`src/rtl/m6502_bridge_pkg.sv`:
```
// Shared types and constants for the 6502 CPU-bus to valid/ready bridge.
package m6502_bridge_pkg;

  typedef enum logic [1:0] {
    IDLE  = 2'd0,
    DRAIN = 2'd1,
    REQ   = 2'd2,
    RESP  = 2'd3
  } state_t;

  typedef struct packed {
    logic [15:0] addr;
    logic [7:0]  data;
  } wfifo_entry_t;

  localparam logic [7:0] DIN_IDLE = 8'hFF;

endpackage

```
`src/rtl/m6502_wfifo.sv`:
```
// Synchronous write-buffer FIFO. Pushes while full and pops while empty are ignored;
// DEPTH must be a power of two so the pointers wrap naturally.
module m6502_wfifo
  import m6502_bridge_pkg::*;
#(
  parameter int DEPTH = 4,
  localparam int AW = (DEPTH > 1) ? $clog2(DEPTH) : 1,
  localparam int CW = $clog2(DEPTH) + 1
) (
  input  logic          clk,
  input  logic          rst,
  input  logic          push_i,
  input  logic          pop_i,
  input  wfifo_entry_t  din_i,
  output wfifo_entry_t  head_o,
  output logic [CW-1:0] count_o,
  output logic          full_o,
  output logic          empty_o
);

  localparam logic [AW-1:0] PTR_ONE  = AW'(1);
  localparam logic [CW-1:0] CNT_ONE  = CW'(1);
  localparam logic [CW-1:0] CNT_FULL = CW'(DEPTH);

  wfifo_entry_t  mem_q [DEPTH];
  logic [AW-1:0] wr_ptr_q;
  logic [AW-1:0] rd_ptr_q;
  logic [CW-1:0] count_q;
  logic          do_push;
  logic          do_pop;

  // Status flags, qualified push/pop and head-of-queue view.
  always_comb begin
    full_o  = (count_q == CNT_FULL);
    empty_o = (count_q == {CW{1'b0}});
    do_push = push_i & ~full_o;
    do_pop  = pop_i & ~empty_o;
    head_o  = mem_q[rd_ptr_q];
    count_o = count_q;
  end

  // Storage, pointers and occupancy count.
  always_ff @(posedge clk or posedge rst) begin
    if (rst) begin
      wr_ptr_q <= {AW{1'b0}};
      rd_ptr_q <= {AW{1'b0}};
      count_q  <= {CW{1'b0}};
      for (int i = 0; i < DEPTH; i++) begin
        mem_q[i] <= '0;
      end
    end else begin
      if (do_push) begin
        mem_q[wr_ptr_q] <= din_i;
        wr_ptr_q        <= wr_ptr_q + PTR_ONE;
      end
      if (do_pop) begin
        rd_ptr_q <= rd_ptr_q + PTR_ONE;
      end
      case ({do_push, do_pop})
        2'b10:   count_q <= count_q + CNT_ONE;
        2'b01:   count_q <= count_q - CNT_ONE;
        default: count_q <= count_q;
      endcase
    end
  end

endmodule

```
`src/rtl/m6502_bus_bridge.sv`:
```
// Bridges 6502 bus cycles onto a valid/ready request stream with a posted-write FIFO.
// Define M6502_BRIDGE_TRACE_EN to add the cyc_cnt/fetch_cnt trace counters.
module m6502_bus_bridge
  import m6502_bridge_pkg::*;
#(
  parameter int         WFIFO_DEPTH = 4,
  parameter logic [7:0] RESET_DIN   = DIN_IDLE
) (
  input  logic        clk,
  input  logic        rst,
  input  logic        ph2,
  input  logic [15:0] cpu_addr,
  input  logic [7:0]  cpu_dout,
  input  logic        cpu_rwn,
  input  logic        cpu_sync,
  output logic [7:0]  cpu_din,
  output logic        cpu_rdy,
  output logic        req_valid,
  input  logic        req_ready,
  output logic        req_we,
  output logic [15:0] req_addr,
  output logic [7:0]  req_wdata,
  output logic        req_fetch,
  input  logic        rsp_valid,
  input  logic [7:0]  rsp_rdata,
`ifdef M6502_BRIDGE_TRACE_EN
  output logic [31:0] cyc_cnt,
  output logic [31:0] fetch_cnt,
`endif
  output logic        ovf
);

  localparam int            CW       = $clog2(WFIFO_DEPTH) + 1;
  localparam logic [CW-1:0] CNT_ONE  = CW'(1);
  localparam logic [CW-1:0] BP_LEVEL = CW'(WFIFO_DEPTH - 1);

  state_t        state_q;
  logic          ph2_q;
  logic [15:0]   cap_addr_q;
  logic          cap_rwn_q;
  logic [15:0]   rd_addr_q;
  logic          rd_sync_q;
  logic          hold_valid_q;
  logic [15:0]   hold_addr_q;
  logic [7:0]    hold_data_q;
  logic [7:0]    cpu_din_q;
  logic          cpu_rdy_q;
  logic          req_valid_q;
  logic          req_we_q;
  logic [15:0]   req_addr_q;
  logic [7:0]    req_wdata_q;
  logic          req_fetch_q;
  logic          ovf_q;

  logic          rise;
  logic          fall;
  logic          push;
  logic          push_ok;
  logic          pop;
  logic          rd_hit;
  logic          rd_miss;
  logic          backpressure;
  logic [CW-1:0] fifo_count_d;
  logic [CW-1:0] fifo_count;
  logic          fifo_full;
  logic          fifo_empty;
  wfifo_entry_t  fifo_din;
  wfifo_entry_t  fifo_head;

  m6502_wfifo #(
    .DEPTH (WFIFO_DEPTH)
  ) u_wfifo (
    .clk     (clk),
    .rst     (rst),
    .push_i  (push),
    .pop_i   (pop),
    .din_i   (fifo_din),
    .head_o  (fifo_head),
    .count_o (fifo_count),
    .full_o  (fifo_full),
    .empty_o (fifo_empty)
  );

  // PH2 edge decode, FIFO traffic and read hit/miss classification.
  always_comb begin
    rise     = ph2 & ~ph2_q;
    fall     = ~ph2 & ph2_q;
    push     = fall & ~cap_rwn_q;
    push_ok  = push & ~fifo_full;
    pop      = req_valid_q & req_ready & req_we_q;
    fifo_din = '{addr: cap_addr_q, data: cpu_dout};
    if (push_ok && !pop) begin
      fifo_count_d = fifo_count + CNT_ONE;
    end else if (pop && !push_ok) begin
      fifo_count_d = fifo_count - CNT_ONE;
    end else begin
      fifo_count_d = fifo_count;
    end
    // Stall early enough that only one more in-flight write can still land.
    backpressure = (fifo_count_d >= BP_LEVEL);
    rd_hit  = (state_q == IDLE) & rise & cpu_rwn & hold_valid_q & (hold_addr_q == cpu_addr);
    rd_miss = (state_q == IDLE) & rise & cpu_rwn & ~rd_hit;
  end

  // Bridge state machine with registered CPU-side and request-side outputs.
  always_ff @(posedge clk or posedge rst) begin
    if (rst) begin
      state_q      <= IDLE;
      ph2_q        <= 1'b0;
      cap_addr_q   <= 16'h0000;
      cap_rwn_q    <= 1'b1;
      rd_addr_q    <= 16'h0000;
      rd_sync_q    <= 1'b0;
      hold_valid_q <= 1'b0;
      hold_addr_q  <= 16'h0000;
      hold_data_q  <= 8'h00;
      cpu_din_q    <= RESET_DIN;
      cpu_rdy_q    <= 1'b1;
      req_valid_q  <= 1'b0;
      req_we_q     <= 1'b0;
      req_addr_q   <= 16'h0000;
      req_wdata_q  <= 8'h00;
      req_fetch_q  <= 1'b0;
      ovf_q        <= 1'b0;
    end else begin
      ph2_q <= ph2;
      if (rise) begin
        cap_addr_q <= cpu_addr;
        cap_rwn_q  <= cpu_rwn;
      end
      if (push && fifo_full) begin
        ovf_q <= 1'b1;
      end

      // Posted writes drain from the FIFO head; a popped slot idles one clk before reloading.
      if ((state_q == IDLE) || (state_q == DRAIN)) begin
        if (pop) begin
          req_valid_q <= 1'b0;
          req_we_q    <= 1'b0;
        end else if (!req_valid_q && !fifo_empty) begin
          req_valid_q <= 1'b1;
          req_we_q    <= 1'b1;
          req_addr_q  <= fifo_head.addr;
          req_wdata_q <= fifo_head.data;
          req_fetch_q <= 1'b0;
        end
      end

      case (state_q)
        IDLE: begin
          cpu_rdy_q <= ~backpressure;
          if (rd_hit) begin
            cpu_din_q    <= hold_data_q;
            hold_valid_q <= 1'b0;
          end else if (rd_miss) begin
            cpu_din_q    <= RESET_DIN;
            cpu_rdy_q    <= 1'b0;
            hold_valid_q <= 1'b0;
            rd_addr_q    <= cpu_addr;
            rd_sync_q    <= cpu_sync;
            if (fifo_empty) begin
              state_q     <= REQ;
              req_valid_q <= 1'b1;
              req_we_q    <= 1'b0;
              req_addr_q  <= cpu_addr;
              req_wdata_q <= 8'h00;
              req_fetch_q <= cpu_sync;
            end else begin
              state_q <= DRAIN;
            end
          end else if (rise) begin
            cpu_din_q <= RESET_DIN;
          end
        end
        DRAIN: begin
          cpu_rdy_q <= 1'b0;
          if (fifo_empty && !req_valid_q) begin
            state_q     <= REQ;
            req_valid_q <= 1'b1;
            req_we_q    <= 1'b0;
            req_addr_q  <= rd_addr_q;
            req_wdata_q <= 8'h00;
            req_fetch_q <= rd_sync_q;
          end
        end
        REQ: begin
          cpu_rdy_q <= 1'b0;
          if (req_valid_q && req_ready) begin
            state_q     <= RESP;
            req_valid_q <= 1'b0;
            req_fetch_q <= 1'b0;
          end
        end
        RESP: begin
          if (rsp_valid) begin
            hold_valid_q <= 1'b1;
            hold_addr_q  <= rd_addr_q;
            hold_data_q  <= rsp_rdata;
            cpu_rdy_q    <= ~backpressure;
            state_q      <= IDLE;
          end else begin
            cpu_rdy_q <= 1'b0;
          end
        end
        default: begin
          state_q   <= IDLE;
          cpu_rdy_q <= 1'b0;
        end
      endcase
    end
  end

`ifdef M6502_BRIDGE_TRACE_EN
  logic [31:0] cyc_cnt_q;
  logic [31:0] fetch_cnt_q;

  // Bus-cycle and opcode-fetch counters, both wrapping at 2^32.
  always_ff @(posedge clk or posedge rst) begin
    if (rst) begin
      cyc_cnt_q   <= 32'd0;
      fetch_cnt_q <= 32'd0;
    end else if (rise) begin
      cyc_cnt_q <= cyc_cnt_q + 32'd1;
      if (cpu_sync && cpu_rdy_q) begin
        fetch_cnt_q <= fetch_cnt_q + 32'd1;
      end
    end
  end

  assign cyc_cnt   = cyc_cnt_q;
  assign fetch_cnt = fetch_cnt_q;
`endif

  assign cpu_din   = cpu_din_q;
  assign cpu_rdy   = cpu_rdy_q;
  assign req_valid = req_valid_q;
  assign req_we    = req_we_q;
  assign req_addr  = req_addr_q;
  assign req_wdata = req_wdata_q;
  assign req_fetch = req_fetch_q;
  assign ovf       = ovf_q;

endmodule

```
`config.mk`:
```
export PLATFORM = sky130hd
export DESIGN_NAME = m6502_bus_bridge
export DESIGN_NICKNAME = d
export VERILOG_FILES = /design/src/rtl/m6502_bridge_pkg.sv /design/src/rtl/m6502_wfifo.sv /design/src/rtl/m6502_bus_bridge.sv
export SDC_FILE = /design/constraint.sdc
export NUM_CORES = 1
export LEC_CHECK = 0
export BUFFER_PORTS_ARGS = -buffer_cell sky130_fd_sc_hd__buf_2
export CELL_PAD_IN_SITES_DETAIL_PLACEMENT = 0
export CELL_PAD_IN_SITES_GLOBAL_PLACEMENT = 1
export CORE_MARGIN = 2
export CORE_UTILIZATION = 37
export CTS_CLUSTER_DIAMETER = 60
export DETAILED_ROUTE_END_ITERATION = 10
export GPL_ROUTABILITY_DRIVEN = 0
export HOLD_SLACK_MARGIN = 0.08
export PLACE_DENSITY = 0.65
export SYNTH_ARGS = -nofsm -noshare
export SYNTH_HDL_FRONTEND = slang
export SYNTH_HIERARCHICAL = 1
export SYNTH_SLANG_ARGS = --single-unit
```
`constraint.sdc`:
```
create_clock -name clk -period 3.5 [get_ports clk]
set_input_delay 0.35 -clock clk [delete_from_list [all_inputs] [get_ports clk]]
set_output_delay 0.35 -clock clk [all_outputs]
set_load 0.05 [all_outputs]
```
==> results.toml, run 1 <==
[outcome]
status = "completed"

[yosys]
yosysWarnings = 6
synthArstFlopShare = 1.00
synth-seq-cells = 202
synth_nets = 761
ys_seq_area_frac = 0.536
synthFlopType = "dfrtp_1"
synth_edf_count = 0
synthCells = 709
syn_avg_cell_area_sq_um = 13.3
syn_area_sq_um = 9460
ys_types = 53

[flow_run]
drv_cap = 0

[floorplan]
std_cell_rows = 58
dieHeight_um = 164
fp.dieArea_sq_um = 26900
start_util = 0.377
pin_count = 76
dieWidth_um = 164
core_sq_um = 25100

[global_route]
grt_antenna_before_repair = 0
grt_pass1_vias = 6452
grt_pass1_wl_um = 36300
grt_max_degree = 85
grt_overflow_total = 0
grt_usage = 0.176

[route]
drtPass1Iterations = 5
detail-route-antenna-nets = 0
routed-wl-met3_um = 1230
first_iter_violations = 240
drc = 0
wl_per_cell_um = 19.9
highest_layer = "met4"
wl_met2_um = 11000
wl_met1_um = 10200
vias = 6014
routed_wl_um = 22800
vias_per_cell = 5.24

[worst_setup_path]
cpPeakStageDelay_ns = 0.45
arrival_ns = 3.21
crit_slowest_cell = "ha_1"
path_max_fanout = 13
crit_chain = "inv_1 > ha_1 > nand4b_4 > nor4b_2 > nand3_1 > or2_1 > nand2_1 > a32o_1"
crit_path_end_kind = "register"
cp-start-kind = "register"
cp.required_ns = 3.95
criticalPathCategory = "register to register"

[finish]
nets = 853
num-fill-cells = 2305
stdcell_area_sq_um = 11200
final_common_cell = "dfrtp_1"
drive_gt1_frac = 0.397
post-route-util = 0.445
area_growth_pct = 18.2
most-common-layout-cells = "dfrtp_1 (192), mux2_2 (141), buf_2 (75)"
antenna_cells = 0
layoutNonFillerInstCount = 1148

[sta]
fin_skew_ns = 0.0176
slew_violations = 0
slew_headroom = 0.347
tns_ns = 0
tightest_slew_ns = 0.979
rsz0062_at_grt = "false"
finalSetupViolations = 0
hold_violations = 0
fmax_mhz = 362
fin_crit_sh = 0.788
period_needed_ns = 2.76

[power_and_ir_drop]
powerDensity_nw_per_um2 = 986
max-vdd-ir-drop_v = 0.000510
static-leakage-power_uw = 0.00490
p_total_uw = 11000

[clock_tree]
insertion_delay_ns = 0.52
path_clk_slew_ns = 0.06
clock_path_buffers = 3
cts_tree = "done"
ctsHtreeMaxLevel = 1
cts_root_buf = "clkbuf_16"
clock-sinks = 202
cts_buffers = 24
post_cts_buffers = 0

[worst_hold_path]
hp-class = "input port to register"

[place]
dp_hpwl_um = 15600
dp.cells = 1096
placedInstanceArea_sq_um = 10200
port_buffers = 75
## final timing paths
check / from / endpoint / slack (ns) / cells after the start
max in group asynchronous: rst / u_wfifo/count_o[0] / 1.94 / 4
worst max-delay path: state_q[1] / req_wdata[2] / 0.74 / 8
worst min-delay path: rsp_rdata[2] / hold_data_q[2] / 0.1 / 2
worst min register to register: cap_rwn_q / cap_rwn_q / 0.47 / 2
worst max register to register: state_q[1] / req_wdata[2] / 0.74 / 8
min in group asynchronous: rst / cap_addr_q[10] / 0.34 / 3
## timing repair
action	in CTS	in global routing
endpoints found under the hold margin	23	0
hold buffers	9	0
setup endpoints to repair	0	0
gates resized for setup	0	0
## cell type report
type | instances | area, sq um | area share
Sequential cell | 202 | 5070 | 0.453
Multi-Input combinational cell | 438 | 4060 | 0.363
Clock buffer | 31 | 677 | 0.0606
Timing Repair Buffer | 103 | 621 | 0.0555
Tap cell | 330 | 413 | 0.0369
Clock inverter | 12 | 214 | 0.0191
Inverter | 32 | 125 | 0.0112
## critical path: cells and delay by family (launching register included)
kind / cells / cell delay, ns
DFF: 1 / 0.40
and+or+nand+nor: 5 / 1.46
adders and majority gates: 1 / 0.45
buffers and inverters: 1 / 0.13
AOI/OAI and AO/OA: 1 / 0.24
## through the flow
stage	setup slack [ns]	hold slack, ns
3_5_place_dp	0.748	0.343
6_report	0.741	0.0975
4_1_cts	0.748	0.0819
5_1_grt	0.538	0.0939
2_1_floorplan	0.446	0.381
3_3_place_gp	0.885	0.338
## power by group
part	internal [uW]	switching, uW	total (uW)
Sequential	3370	702	4070
Clock	1740	981	2720
Combinational	1970	2260	4220
Total	7080	3940	11000
## cell families (layout without fill, tap and decap cells)
kind of cell | after synthesis | count (layout) | share of synthesized area
adder cells (fa/ha/maj) | 13 | 13 | 0.0180
AO/OA/AOI/OAI | 93 | 93 | 0.0674
XOR/XNOR | 23 | 23 | 0.0213
AND/OR/NAND/NOR | 108 | 108 | 0.0580
multiplexers | 201 | 201 | 0.263
flip-flops | 202 | 202 | 0.536
buffers and inverters | 69 | 178 | 0.0361
## state kept, by name, indices dropped and copies added, names as in the netlist, 3 cells and up
name,cells
cpu_din,8
req_addr,16
u_wfifo/count_o,3
req_wdata,8
hold_data_q,8
u_wfifo/mem_q,96
hold_addr_q,16
rd_addr_q,16
cap_addr_q,16
## routing by layer
layer | track usage | up-vias
li1 | - | 2744
met1 | 0.235 | 3097
met2 | 0.293 | 144
met3 | 0.0359 | 29
met4 | 0.0439 | 0
met5 | 0 | -
## cell usage after synthesis, drive strengths merged, types with 2 or more instances
library cell	count	area, sq um
xor2	8	70.1
clkbuf	17	63.8
nand4b	2	32.5
a32o	8	80.1
mux2	142	1600
inv	32	120
o22ai	2	18.8
nor4	2	12.5
o221ai	16	140
nand2b	4	25.0
and2	2	12.5
dfrtp	192	4800
nor3	4	25.0
buf	20	158
ha	12	150
o21ai	37	185
xnor2	15	131
o22a	8	70.1
nand3	6	30.0
and3	3	18.8
o31ai	2	15.0
dfstp	10	263
nand4	4	25.0
nor2	14	70.1
mux2i	35	350
a21oi	10	50.1
nand2	59	221
a31oi	2	12.5
mux4	24	541
nor3b	3	33.8
Note: power is estimated with default switching activity, not from simulation.
==> inputs of run 2 (changes only) <==
PLACE_DENSITY = 0.68   (was 0.65)
clock period = 2.3 ns   (was 3.5 ns; I/O delays follow)
==> results.toml, run 2 (same netlist as run 1, synthesis figures left out) <==
[route]
drtPass1Iterations = 4
vias = 5987
first_iter_violations = 233
routed_wl_um = 21700
detail-route-antenna-nets = 0
vias_per_cell = 4.99
drc = 0
wl_per_cell_um = 18.1

[finish]
area_growth_pct = 23.9
final_common_cell = "dfrtp_1"
antenna_cells = 0
num-fill-cells = 2327
ff_latch_area_sq_um = 5070
post-route-util = 0.467
largest_register_ff_count = 96
most-common-layout-cells = "dfrtp_1 (191), mux2_2 (141), buf_2 (75)"
nets = 903
regMostFlops = "u_wfifo/mem_q"
drive_gt1_frac = 0.405
multiInputGateArea_sq_um = 4090

[power_and_ir_drop]
p_total_uw = 16600
powerDensity_nw_per_um2 = 1420
static-leakage-power_uw = 0.00514
switchingPower_uw = 5960
p_sw_frac = 0.358
seqPwrFrac = 0.368
clock_power_share = 0.235
max-vdd-ir-drop_v = 0.000610
p_int_uw = 10700
comb_power_share = 0.397

[floorplan]
dieWidth_um = 164
dieHeight_um = 164
std_cell_rows = 58
pin_count = 76
core_sq_um = 25100
start_util = 0.377
fp.dieArea_sq_um = 26900

[place]
port_buffers = 75
place_ws_ns = 0.0896
dp_hpwl_um = 14800

[worst_setup_path]
cpPeakStageDelay_ns = 0.37
crit_path_end_kind = "register"
critical_path_buf_inv_count = 1
cp-start-kind = "register"
path_max_fanout = 5
reg2reg_setup_slack_ns = 0.13
crit_slowest_cell = "dfrtp_1"
criticalPathCategory = "register to register"
cp.required_ns = 2.70
arrival_ns = 2.57
crit_chain = "inv_1 > ha_2 > nand4b_4 > nor4b_4 > nand3_1 > or2_4 > and3_1 > mux2_1"
cp_top_family = "simple AND/OR/NAND/NOR gates"

[sta]
fin_skew_ns = 0.0132
finalHoldWorstSlack_ns = 0.203
tns_ns = 0
hold_violations = 0
slew_headroom = 0.544
rsz0062_at_grt = "false"
slew_violations = 0
fin_crit_sh = 0.941
period_needed_ns = 2.17
fmax_mhz = 462
fin_ws_ns = 0.135
tightest_slew_ns = 0.683
finalSetupViolations = 0

[clock_tree]
ctsHtreeMaxLevel = 1
insertion_delay_ns = 0.53
clock_path_buffers = 3
cts_buffers = 26
path_clk_slew_ns = 0.05
cts_tree = "done"
post_cts_buffers = 0
cts_root_buf = "clkbuf_16"
clock-sinks = 202

[global_route]
grt_pass1_vias = 6230
grt_pass1_wl_um = 35200
grt_usage = 0.167
grt_antenna_before_repair = 0
grt_overflow_total = 0
grt_max_degree = 50

[worst_hold_path]
hp-class = "input port to register"

[outcome]
status = "completed"

[flow_run]
drv_cap = 0
[run 2: cell count changes in the layout (fill, tap and decap cells not counted), moves of 5 or more]
| cell | previous run | this run |
|---|---|---|
| buf_12 | 1 | 11 |
| buf_4 | 18 | 28 |
| bufinv_16 | 5 | 0 |
| dlygate4sd3_1 | 9 | 37 |
[run 2: through the flow]
stage,area [sq um],instances
after floorplan,9460,709
after global placement,10500,1116
after detailed placement,10500,1116
after CTS,11700,1201
after global routing,11700,1201
final,11700,1201
[run 2: metal layers]
metal,vias to the layer above,track usage,part of all wire
met1,2985,0.249,0.50
li1,2858,-,-
met2,119,0.253,0.44
met4,0,0.0411,0.019
met5,-,0,0
met3,25,0.0268,0.046
[run 2: what timing repair did]
item	CTS	global route
endpoints found under the hold margin	113	0
endpoints found under the setup margin	0	16
gates resized for setup	0	5
hold buffers	37	0
[run 2: path summary, 6_finish.rpt]
kind                            startpoint           endpoint  cells after the start
max in group asynchronous              rst  u_wfifo/mem_q[59]                      4
worst max-delay path            state_q[0]         state_q[0]                      8
worst max register to register  state_q[0]         state_q[0]                      8
min in group asynchronous              rst          req_valid                      3
worst min-delay path             req_ready          req_valid                      4
worst min register to register         ovf                ovf                      1
[run 2: cell type report]
cell class | count | share of cell area
well taps | 330 | 0.0352
multi-input cells | 438 | 0.349
clock inverters | 13 | 0.00758
flip-flops and latches | 202 | 0.433
inverters | 32 | 0.0109
repair buffers | 151 | 0.100
clock buffers | 35 | 0.0645
[run 2: worst reg2reg max path: stages, from the launching register on]
cell	delay (ns)
dfrtp_1	0.37
inv_1	0.11
ha_2	0.22
nand4b_4	0.14
nor4b_4	0.28
nand3_1	0.14
or2_4	0.30
and3_1	0.18
mux2_1	0.31
[run 2: power by group through the flow]
stage / Combinational (uW) / Sequential [uW] / Clock [uW]
6_report: 6610 / 6130 / 3900
5_1_grt: 7200 / 6330 / 4160
4_1_cts: 6650 / 6140 / 4000
3_5_place_dp: 6570 / 6180 / 0
3_3_place_gp: 6490 / 6150 / 0
2_1_floorplan: 4330 / 6620 / 0
